===== src/rtl/sdram_wr_buf.sv =====
// sdram_wr_buf: write-side buffer in front of the SDRAM write engine.
// Collects user words in a first-word-fall-through FIFO. Once a full burst is
// buffered it raises a one-cycle wr_trig carrying the burst length and the
// linear SDRAM address. The engine then drains the words with wr_data_en.
// The address advances after every completed burst and wraps at END_ADDR.
// Optional feature macro: SDRAM_WR_BUF_FLUSH_EN adds a flush input that
// issues a partial burst of whatever is buffered.

module sdram_wr_buf #(
    parameter int unsigned       DW        = 16,
    parameter int unsigned       AW        = 5,
    parameter int unsigned       BURST_LEN = 4,
    parameter int unsigned       ADDR_W    = 20,
    parameter logic [ADDR_W-1:0] BASE_ADDR = '0,
    parameter logic [ADDR_W-1:0] END_ADDR  = '1
) (
    input  logic              sclk,
    input  logic              srst_n,
    input  logic [DW-1:0]     din,
    input  logic              din_vld,
`ifdef SDRAM_WR_BUF_FLUSH_EN
    input  logic              flush,
`endif
    output logic              wr_trig,
    output logic [AW:0]       wr_len,
    output logic [ADDR_W-1:0] wr_addr,
    output logic [DW-1:0]     wr_data,
    input  logic              wr_data_en,
    output logic [AW:0]       fifo_cnt,
    output logic              busy,
    output logic              ovf,
    output logic              udf
);

    localparam int unsigned Depth     = 2 ** AW;
    localparam logic [AW:0] DepthW    = Depth[AW:0];
    localparam logic [AW:0] BurstLenW = BURST_LEN[AW:0];

    typedef enum logic [1:0] {StIdle, StTrig, StBurst} state_e;

    logic [DW-1:0]     mem_q [Depth];
    logic [AW-1:0]     wr_ptr_q, rd_ptr_q;
    logic [AW:0]       cnt_q, cnt_d;
    logic              push, pop;
    logic              ovf_q, udf_q;

    state_e            state_q, state_d;
    logic [AW:0]       len_q, len_d;
    logic [AW:0]       bcnt_q, bcnt_d;
    logic [ADDR_W-1:0] addr_q, addr_d;
    logic [ADDR_W:0]   addr_sum;

    // A full FIFO still accepts a push when a pop frees a slot in the same cycle.
    always_comb begin
        pop  = wr_data_en && (cnt_q != '0);
        push = din_vld && ((cnt_q < DepthW) || pop);
    end

    // Occupancy next-state: simultaneous push and pop leaves it unchanged.
    always_comb begin
        cnt_d = cnt_q;
        if (push && !pop) begin
            cnt_d = cnt_q + (AW+1)'(1);
        end else if (pop && !push) begin
            cnt_d = cnt_q - (AW+1)'(1);
        end
    end

    // Storage array; contents need no reset because the pointers and count do.
    always_ff @(posedge sclk) begin
        if (push) begin
            mem_q[wr_ptr_q] <= din;
        end
    end

    // Pointers, count and sticky error flags.
    always_ff @(posedge sclk or negedge srst_n) begin
        if (!srst_n) begin
            wr_ptr_q <= '0;
            rd_ptr_q <= '0;
            cnt_q    <= '0;
            ovf_q    <= 1'b0;
            udf_q    <= 1'b0;
        end else begin
            if (push) begin
                wr_ptr_q <= wr_ptr_q + AW'(1);
            end
            if (pop) begin
                rd_ptr_q <= rd_ptr_q + AW'(1);
            end
            cnt_q <= cnt_d;
            if (din_vld && !push) begin
                ovf_q <= 1'b1;
            end
            if (wr_data_en && (cnt_q == '0)) begin
                udf_q <= 1'b1;
            end
        end
    end

    // Next burst address, computed one bit wider so the wrap test never truncates.
    always_comb begin
        addr_sum = {1'b0, addr_q} + {{(ADDR_W-AW){1'b0}}, len_q};
    end

    // Burst sequencing: trigger, count pops, then advance the address.
    always_comb begin
        state_d = state_q;
        len_d   = len_q;
        bcnt_d  = bcnt_q;
        addr_d  = addr_q;
        unique case (state_q)
            StIdle: begin
                if (cnt_q >= BurstLenW) begin
                    state_d = StTrig;
                    len_d   = BurstLenW;
                end
`ifdef SDRAM_WR_BUF_FLUSH_EN
                else if (flush && (cnt_q != '0)) begin
                    state_d = StTrig;
                    len_d   = cnt_q;
                end
`endif
            end
            StTrig: begin
                state_d = StBurst;
            end
            StBurst: begin
                if (pop) begin
                    if (bcnt_q + (AW+1)'(1) == len_q) begin
                        state_d = StIdle;
                        bcnt_d  = '0;
                        if (addr_sum > {1'b0, END_ADDR}) begin
                            addr_d = BASE_ADDR;
                        end else begin
                            addr_d = addr_sum[ADDR_W-1:0];
                        end
                    end else begin
                        bcnt_d = bcnt_q + (AW+1)'(1);
                    end
                end
            end
            default: begin
                state_d = StIdle;
            end
        endcase
    end

    // FSM and burst registers.
    always_ff @(posedge sclk or negedge srst_n) begin
        if (!srst_n) begin
            state_q <= StIdle;
            len_q   <= '0;
            bcnt_q  <= '0;
            addr_q  <= BASE_ADDR;
        end else begin
            state_q <= state_d;
            len_q   <= len_d;
            bcnt_q  <= bcnt_d;
            addr_q  <= addr_d;
        end
    end

    // Outputs; the head word is forced to zero while the FIFO is empty.
    always_comb begin
        wr_trig  = (state_q == StTrig);
        busy     = (state_q != StIdle);
        wr_len   = len_q;
        wr_addr  = addr_q;
        fifo_cnt = cnt_q;
        ovf      = ovf_q;
        udf      = udf_q;
        wr_data  = (cnt_q != '0) ? mem_q[rd_ptr_q] : '0;
    end

endmodule

===== config.mk =====
export PLATFORM = sky130hd
export DESIGN_NAME = sdram_wr_buf
export DESIGN_NICKNAME = d
export VERILOG_FILES = /design/src/rtl/sdram_wr_buf.sv
export SDC_FILE = /design/constraint.sdc
export NUM_CORES = 1
export LEC_CHECK = 0
export ABC_CLOCK_PERIOD_IN_PS = 4100
export CAP_MARGIN = 20
export CORE_ASPECT_RATIO = 1.4
export CORE_MARGIN = 5
export CORE_UTILIZATION = 45
export CTS_CLUSTER_DIAMETER = 40
export CTS_CLUSTER_SIZE = 40
export DETAILED_ROUTE_END_ITERATION = 8
export PLACE_DENSITY = 0.73
export SLEW_MARGIN = 20
export SYNTH_ARGS = -nofsm -noshare
export SYNTH_HDL_FRONTEND = slang
export SYNTH_SLANG_ARGS = --single-unit

===== constraint.sdc =====
create_clock -name sclk -period 4.1 [get_ports sclk]
set_input_delay 0.82 -clock sclk [delete_from_list [all_inputs] [get_ports sclk]]
set_output_delay 0.82 -clock sclk [all_outputs]
set_load 0.03 [all_outputs]

==> Word-level counts from Yosys, hierarchy flattened <==
Memories as Yosys holds them, arrays and structs flattened.
Index checks and enable logic that the tools add are counted.
{ "word_totals": {"reg_bits": 47, "latchBits": 0, "memories": 1, "mem_bits_rw": 512, "rom_bits": 0, "word_cells": 54} }
{ "classes": {"n_shift": 0, "mul": 0, "reduce_logical": 18, "n_eq_ne": 6, "muxes": 11, "n_div": 0, "order_cmp": 3, "n_bitwise": 0, "n_addsub": 6} }
{ "memory_table": {"columns": ["memory", "depth", "width", "rd", "rd_clocked_by_memory_dff", "wr", "line", "rtl"], "rows": [
  ["mem_q", 32, 16, 1, 0, 1, "41", "logic [DW-1:0] mem_q [Depth];"]
]} }
{ "op_table": {"columns": ["op", "n"], "rows": [
  ["$add 20x3->21", 1],
  ["$gt 21x20->1 const B", 1],
  ["$mux 20", 1],
  ["$mux 6", 3],
  ["$mux 16", 1],
  ["$add 6x1->6 const B", 2],
  ["$add 5x1->5 const B", 2],
  ["$eq 6x3->1", 1],
  ["$ge 6x3->1 const B", 1],
  ["$logic_and 1x1->1", 6],
  ["$logic_not 6->1", 1],
  ["$lt 6x6->1 const B", 1],
  ["$mux 2", 3],
  ["$ne 2x2->1 const B", 3],
  ["$pmux 2 s3", 1],
  ["$reduce_and 3->1", 2],
  ["$reduce_bool 6->1", 1],
  ["$sub 6x1->6 const B", 1],
  ["$reduce_and 2->1", 2],
  ["$reduce_bool 2->1", 2],
  ["$eq 2x1->1 const B", 1],
  ["$eq 2x2->1 const B", 1],
  ["$logic_not 1->1", 2],
  ["$logic_not 2->1", 1],
  ["other kinds (2)", 3]
]} }

==> Logic depth before layout (Yosys ltp) <==
Gate-level depths: netlist of the first run.
{ "logic_depth": {"ltp_word": 8, "depth_mapped": 12, "mapped_depth_nobuf": 11} }

==> Worst setup path after synthesis of the first run <==
No wires, ideal clock.
{ "synth_timing": {"path_kind": "reg2reg", "startpoint": "reg cnt_q[2] (netlist: fifo_cnt[2])", "endpoint": "reg cnt_q[5] (netlist: fifo_cnt[5])", "setup_ns": 0.138, "path_stages_with_launch": 13, "arrival_ns": 3.163, "period_less_slack_ns": 3.300, "required_time_ns": 3.962, "slack_ns": 0.800, "cell_sequence": "dfrtp_1 > or4_4 > or3_1 > clkbuf_1 > nand2_1 > ha_1 > inv_1 > ha_1 > and2_1 > a22o_1 > mux2i_1 > o2111ai_1 > xor2_1"} }
{ "synth_via": {"elab_chain_len": 7, "elab_cells_between_ends": 14} }
{ "synth_rtl": {"columns": ["element", "line", "rtl"], "rows": [
  ["from (decl)", "43", "logic [AW:0] cnt_q, cnt_d;"],
  ["from (signal assigned)", "91", "cnt_q <= cnt_d;"],
  ["parallel branches: the longest is 7 deep, another holds $lt 6x6->1", null, null]
]} }
Parallel ways; which one is timed is not known. The select of a mux whose other input is x is not followed.
A chain may end at the register's enable or synchronous reset.

==> Final worst setup path of the first run <==
{ "layout_timing": {"startpoint": "reg rd_ptr_q[1]", "endpoint": "out wr_data[12]"} }
{ "layout_via": {"elab_chain_len": 2} }
{ "layout_rtl": {"columns": ["element", "line", "rtl"], "rows": [
  ["from (decl)", "42", "logic [AW-1:0] wr_ptr_q, rd_ptr_q;"],
  ["from (signal assigned)", "89", "rd_ptr_q <= rd_ptr_q + AW'(1);"],
  ["$mem_v2 32x16", null, null],
  ["$mux 16", "173", "wr_data = (cnt_q != '0) ? mem_q[rd_ptr_q] : '0;"],
  ["to (decl)", "27", "output logic [DW-1:0] wr_data,"]
]} }
Every way passes these cells.

==> results.md, run 1 <==
* Number of synthesized flops with an enable pin at 512
* Reg2reg end: fifo_cnt[5]$_DFFE_PN0P_
* Layout cell share with drive strength beyond 1 at 0.283
* Die area at 53,800 µm²
* Max Slew Vio Count at 0
* CP required at 3.28 ns
* Avg Inst Size Synth at 20.1 µm²
* Number of global-route vias before repair at 11.6k
* Ports at 72
* Hold_buf cts at 0
* DR WL/cell at 25.3 µm
* Max-capacitance violation count at 0
* Max Freq at 255 MHz
* Post-synthesis sequential area ratio at 0.746
* Critical path data arrival time at 3.10 ns
* Cell with the most instances after synthesis: edfxtp_1
* Post-synth ARST share at 0.0808
* Drt first-iter violations at 1,095
* Met3 global-route usage at 0.0359
* Pleak at 8.68 nW
* Post-synthesis cell type count at 64
* Number of I/O port buffers at 64
* Top post-synthesis cells by area: edfxtp_1, mux4_2, dfrtp_1
* # placed instances at 1,821
* Area share of the largest cell type after synthesis at 0.695
* Max clock buf depth at 3
* R2r startpoint: fifo_cnt[2]$_DFFE_PN0P_
* Synth Register Bits at 557
* Main synth FF type: edfxtp_1
* Hold Path Class: input pin to asynchronous set/reset pin
* Total Wirelength at 49,000 µm
* DR DRC count at 0
* Synth cell count leaders: edfxtp_1, mux4_2, nor2_1, dfrtp_1, nand2_1
* CTS root buffer: clkbuf_16
* CTS tree: built
* Worst Setup Start Kind: flip-flop
* First-pass DRT Iterations at 5
* Syn-to-layout area delta at 17.8%
* Pwr per Cell Area at 694 nW/µm²
* CTS Buf Count at 57
* Initial core utilization at 0.453
* Slew Limit Headroom at 0.308
* Post-route ant nets at 0
* DP HPWL at 29,700 µm
* Cell area after synthesis at 22,100 µm²
* Largest net degree at the start of global routing at 35
* Final hold violation count at 0
* Final setup fails at 0
* Status: complete, no violations
* FP Rows at 96
* Kind of critical path: flip-flop to output port
* Layer with the highest usage: met2
* Peak fanout along the critical path at 29
* Post-route insts no fill at 1,937
* Via count at 11.3k
* Worst clock skew at 0.0153 ns
* RD Place Congestion at 0.791
* Via density at 5.83
* Synthesized netlist cell count at 1,101
* DIE WIDTH at 197 µm
* Worst slew pin tran at 1.03 ns
* Global Route Usage Sum at 0.183
* Nets at 1,287
* GR Util met2 at 0.306
* Reg2Reg Setup Slack at 0.63 ns
* Max rail drop VDD at 0.697 mV
* Worst hold margin at 0.155 ns
* Setup TNS Final at 0 ns
* Core box area at 48,900 µm²
* Synth Warn # at 0
* CTS Sinks at 557
* Crit end category: output port
* Worst-path clk slew at 0.07 ns
* Initial antenna violation count at 2
* DIE HEIGHT at 272 µm
* Clk_lat worst skew at 0.61 ns
* Fin crit share at 0.956
* Synth area leader: edfxtp_1
* Grt met1 use at 0.243
* Global route overflow at 0
* R2R cell count at 11
* RSZ-0062 raised after global routing: no
* ANT cells at 0
* Post-layout minimum cycle time at 3.92 ns
* H-tree depth at 2
* First-pass GRT wire length at 73,600 µm
## what timing repair did
| item | CTS | global route |
|---|---|---|
| buffers inserted | 6 | 2 |
| gates cloned | 0 | 0 |
| resized for setup | 20 | 1 |
| setup endpoints to repair | 16 | 2 |
## how the worst max path moves through the flow
stage                             from                      end  slack [ns]  depth (start not counted)
6_report       rd_ptr_q[1]$_DFFE_PN0P_              wr_data[12]        0.18                          7
5_1_grt        rd_ptr_q[0]$_DFFE_PN0P_              wr_data[13]        0.06                          8
4_1_cts        rd_ptr_q[0]$_DFFE_PN0P_              wr_data[10]       -0.06                          7
3_5_place_dp   rd_ptr_q[0]$_DFFE_PN0P_              wr_data[15]        0.19                          7
3_3_place_gp   rd_ptr_q[0]$_DFFE_PN0P_              wr_data[15]        0.17                          7
2_1_floorplan  fifo_cnt[2]$_DFFE_PN0P_  fifo_cnt[5]$_DFFE_PN0P_        0.80                         12
## stage by stage
stage / instance area (µm²) / total power, W / utilization / setup slack (ns)
global placement: 23900 / 0.0126 / 0.490 / 0.165
floorplan: 22100 / 0.0106 / - / 0.800
detailed placement: 23900 / 0.0127 / 0.490 / 0.188
finish: 26100 / 0.0181 / 0.533 / 0.180
global route: 26100 / 0.0189 / 0.533 / 0.0646
CTS: 26100 / 0.0182 / 0.534 / -0.0597
## layout by cell type, fill, tap and decap left out, types with 10 or more instances in the layout
cell and instances:
buf_12 13, edfxtp_1 512, nand2_1 38, nor3_1 18, clkbuf_16 59, mux4_2 129, dlygate4sd2_1 13, ha_1 14
buf_2 15, o21ai_0 27, inv_6 12, dfrtp_1 41, xor2_1 15, nor2_1 48, mux2_2 13, nor2b_1 10
clkdlybuf4s50_1 33, nand3_1 13, buf_4 67, o22ai_1 13, mux2i_1 31
## routing by layer
metal / up-vias / part of all wire / routed length [µm]
li1: 4820 / - / -
met4: 2 / 0.029 / 1440
met2: 527 / 0.51 / 24800
met5: - / 0.00024 / 12
met1: 5863 / 0.39 / 19000
met3: 80 / 0.077 / 3770
## worst max-delay path: stages (launching register included)
cell,delay (ns)
dfrtp_4,0.47
buf_12,0.21
buf_12,0.22
mux4_2,0.52
nor2b_1,0.16
a211oi_1,0.32
nor3_1,0.15
dlygate4sd2_1,0.39
## power by group
part | switching [W] | internal [W]
clock network | 0.00241 | 0.00307
registers | 0.000271 | 0.00658
logic | 0.00312 | 0.00264
total | 0.00580 | 0.0123
## state kept, by name, summed over array words and instances, names as in the netlist
| name | flops |
|---|---|
| bcnt_q | 6 |
| wr_ptr_q | 5 |
| rd_ptr_q | 5 |
| udf | 1 |
| fifo_cnt | 6 |
| mem_q | 512 |
| wr_addr | 18 |
| ovf | 1 |
| wr_len | 1 |
| state_q | 2 |
## area by class of cell
type                    instances  area (µm²)
well taps                     637         797
repair buffers                145        1350
flip-flops and latches        557       16500
clock inverters                48         577
inverters                       8        30.0
multi-input cells             483        5330
fillers                      3673       22800
clock buffers                  59        1480
## cells by family after synthesis
family,count (synthesis),synth area share
flops,557,0.746
mux,173,0.152
simple gates,172,0.0389
compound gates,93,0.0292
buf+inv,67,0.0160
xor+xnor,23,0.00911
fa+ha+maj,15,0.00882
other cells,1,0.000169
No activity file was read; power rests on OpenSTA's default activity.
==> run 2, diff against run 1 <==
--- a/config.mk
+++ b/config.mk
@@ -14,6 +14,7 @@
 export CTS_CLUSTER_SIZE = 40
 export DETAILED_ROUTE_END_ITERATION = 8
 export PLACE_DENSITY = 0.73
+export RECOVER_POWER = 25
 export SLEW_MARGIN = 20
 export SYNTH_ARGS = -nofsm -noshare
 export SYNTH_HDL_FRONTEND = slang
==> run 2 against run 1 <==
Register-to-register slack barely moved. Utilization barely moved. Final area barely moved. Critical path depth did not move. Critical path type unchanged. Highest routed layer unchanged. Wire length rose by 0.12%. Die area did not move. Sequential share of layout area barely moved. The flow now finishes with violations (max-capacitance violations). Hold slack improved by 0.23 ns. Sequential cell count did not move. Clock skew fell by 0.0021 ns. Sequential power barely moved.
==> results.md, run 2 (synthesis gave the netlist of run 1 again) <==
* Worst path max stage delay at 0.52 ns (about the same)
* Max-capacitance violation count at 1 (was 0)
* Setup TNS Final at 0 ns (unchanged)
* DIE HEIGHT at 272 µm (unchanged)
* Global Route Usage Sum at 0.183 (unchanged)
* Nets at 1,287 (unchanged)
* Kind of critical path: flip-flop to output port (unchanged)
* Layout cell share with drive strength beyond 1 at 0.274 (was 0.283)
* Max rail drop VDD at 0.694 mV (was 0.697 mV)
* CTS root buffer: clkbuf_16 (unchanged)
* Crit end category: output port (unchanged)
* # placed instances at 1,821 (unchanged)
* Met3 global-route usage at 0.0359 (unchanged)
* Crit-path cells: buf_12 -> buf_12 -> mux4_2 -> nor2b_1 -> a211oi_1 -> nor3_1 -> dlygate4sd2_1 (unchanged)
* Violated checks: max-capacitance violations
* CP top delay family: buffers and inverters (unchanged)
* Ports at 72 (unchanged)
* Worst slack at placement at 0.188 ns (unchanged)
* Pwr per Cell Area at 694 nW/µm² (about the same)
* Initial core utilization at 0.453 (unchanged)
* Worst-path clk slew at 0.07 ns (about the same)
* First-pass DRT Iterations at 5 (unchanged)
* Commonest non-fill, non-tap cell in the layout: edfxtp_1 (unchanged)
* Core box area at 48,900 µm² (unchanged)
* Crit path buf inv count at 3 (unchanged)
* Number of I/O port buffers at 64 (unchanged)
* Worst slew pin tran at 1.49 ns (was 1.03 ns)
* Max Freq at 255 MHz (about the same)
* Critical path data arrival time at 3.10 ns (about the same)
* DP HPWL at 29,700 µm (unchanged)
* Most frequent CP cell: buf_12 (unchanged)
* CP max-delay cell: mux4_2 (unchanged)
* Number of global-route vias before repair at 11.6k (unchanged)
* Total Wirelength at 49,100 µm (was 49,000 µm)
* Syn-to-layout area delta at 17.8% (about the same)
* RD Place Congestion at 0.791 (unchanged)
* Largest net degree at the start of global routing at 35 (unchanged)
* Peak fanout along the critical path at 29 (unchanged)
* FP Rows at 96 (unchanged)
* Worst Setup Start Kind: flip-flop (unchanged)
* Initial antenna violation count at 2 (unchanged)
* Via count at 11.3k (about the same)
* CTS Buf Count at 57 (unchanged)
* Drt first-iter violations at 1,102 (was 1,095)
* Via density at 5.85 (was 5.83)
* Grt met1 use at 0.243 (unchanged)
* Post-route ant nets at 0 (unchanged)
* Layer with the highest usage: met2 (unchanged)
* ANT cells at 0 (unchanged)
* Post-route insts no fill at 1,937 (unchanged)
* Fillers at 3,680 (was 3,673)
* Global route overflow at 0 (unchanged)
* Status: finished with violations (was complete, no violations)
* GR Util met2 at 0.306 (unchanged)
* Pleak at 8.64 nW (was 8.68 nW)
* Layout Utilization at 0.533 (about the same)
* Final hold violation count at 0 (unchanged)
* Die area at 53,800 µm² (unchanged)
* CTS tree: built (unchanged)
* RSZ-0062 raised after global routing: no (unchanged)
* DIE WIDTH at 197 µm (unchanged)
* Hold_buf cts at 0 (unchanged)
* Final setup fails at 0 (unchanged)
* Max Slew Vio Count at 0 (unchanged)
* Most frequent cells in the layout: edfxtp_1, mux4_2, buf_4 (unchanged)
* Max clock buf depth at 3 (unchanged)
* Fin crit share at 0.957 (was 0.956)
* Worst clock skew at 0.0132 ns (was 0.0153 ns)
* Clk_lat worst skew at 0.61 ns (about the same)
* Hold Path Class: input pin to asynchronous set/reset pin (unchanged)
* Biggest register: mem_q (unchanged)
* Worst hold margin at 0.389 ns (was 0.155 ns)
* Max FFs per register at 512 (unchanged)
* H-tree depth at 2 (unchanged)
* Slew Limit Headroom at 0.00653 (was 0.308)
* CP required at 3.28 ns (about the same)
* CTS Sinks at 557 (unchanged)
* DR WL/cell at 25.3 µm (about the same)
* Post-layout minimum cycle time at 3.92 ns (about the same)
* DR DRC count at 0 (unchanged)
* Worst path setup slack after routing at 0.178 ns (was 0.180 ns)
* First-pass GRT wire length at 73,600 µm (unchanged)
==> run 2: cell count changes in the layout (fill, tap and decap cells not counted) <==
cell      delta
buf_2       -12
clkbuf_1    +12
==> run 2: worst paths after layout <==
check                                         from                      end  slack (ns)  cells after the start
max                        rd_ptr_q[1]$_DFFE_PN0P_              wr_data[12]        0.18                      7
min                                         srst_n  fifo_cnt[5]$_DFFE_PN0P_        0.39                      1
max reg2reg                fifo_cnt[2]$_DFFE_PN0P_  fifo_cnt[5]$_DFFE_PN0P_        0.62                     11
min reg2reg                        ovf$_DFFE_PN0P_          ovf$_DFFE_PN0P_        0.48                      1
max in group asynchronous                   srst_n  wr_addr[16]$_DFFE_PN0P_        2.71                      2
min in group sclk                  ovf$_DFFE_PN0P_          ovf$_DFFE_PN0P_        0.48                      1
==> run 2: area by class of cell <==
type                       count  area [µm²]  area share
clock buffer                  59        1480      0.0567
clock inverter                48         577      0.0221
inverter                       8        30.0     0.00115
multi-input combinational    483        5330       0.204
sequential                   557       16500       0.634
tap                          637         797      0.0306
timing repair buffer         145        1330      0.0512
==> run 2: timing repair <==
| action | CTS | global route |
|---|---|---|
| resized for setup | 20 | 1 |
| pin swaps | 0 | 0 |
| endpoints found under the setup margin | 16 | 2 |
| buffers inserted | 6 | 2 |
==> run 2: through the flow <==
stage / instance area (µm²) / power [W]
global route: 26100 / 0.0189
detailed placement: 23900 / 0.0127
floorplan: 22100 / 0.0106
global placement: 23900 / 0.0126
CTS: 26100 / 0.0182
finish: 26100 / 0.0181
==> run 2: where the power goes <==
part           switching (W)  internal [W]  leakage (nW)
combinational        0.00313       0.00264          2.48
sequential          0.000270       0.00658          5.17
clock                0.00240       0.00307         0.989
==> run 2: per-layer routing <==
metal  routed length (µm)  part of all wire
met5                   13           0.00026
met3                 3850             0.078
met1                19000              0.39
met4                 1400             0.029
met2                24800              0.51
==> run 2: worst register-to-register path, delay by kind of cell (launching register included) <==
family	cells	cell delay (ns)
AND/OR/NAND/NOR	4	1.53
flip-flops	1	0.42
multiplexers	1	0.16
buffers and inverters	1	0.14
XOR/XNOR	1	0.17
AO/OA/AOI/OAI	2	0.36
adder cells (fa/ha/maj)	2	0.59
==> run 3, diff against run 2 <==
--- a/config.mk
+++ b/config.mk
@@ -5,6 +5,7 @@
 export SDC_FILE = /design/constraint.sdc
 export NUM_CORES = 1
 export LEC_CHECK = 0
+export ABC_AREA = 0
 export ABC_CLOCK_PERIOD_IN_PS = 4100
 export CAP_MARGIN = 20
 export CORE_ASPECT_RATIO = 1.4
==> results of run 3 <==
Same layout as run 2: the final DEF is identical, and so are final timing and power.
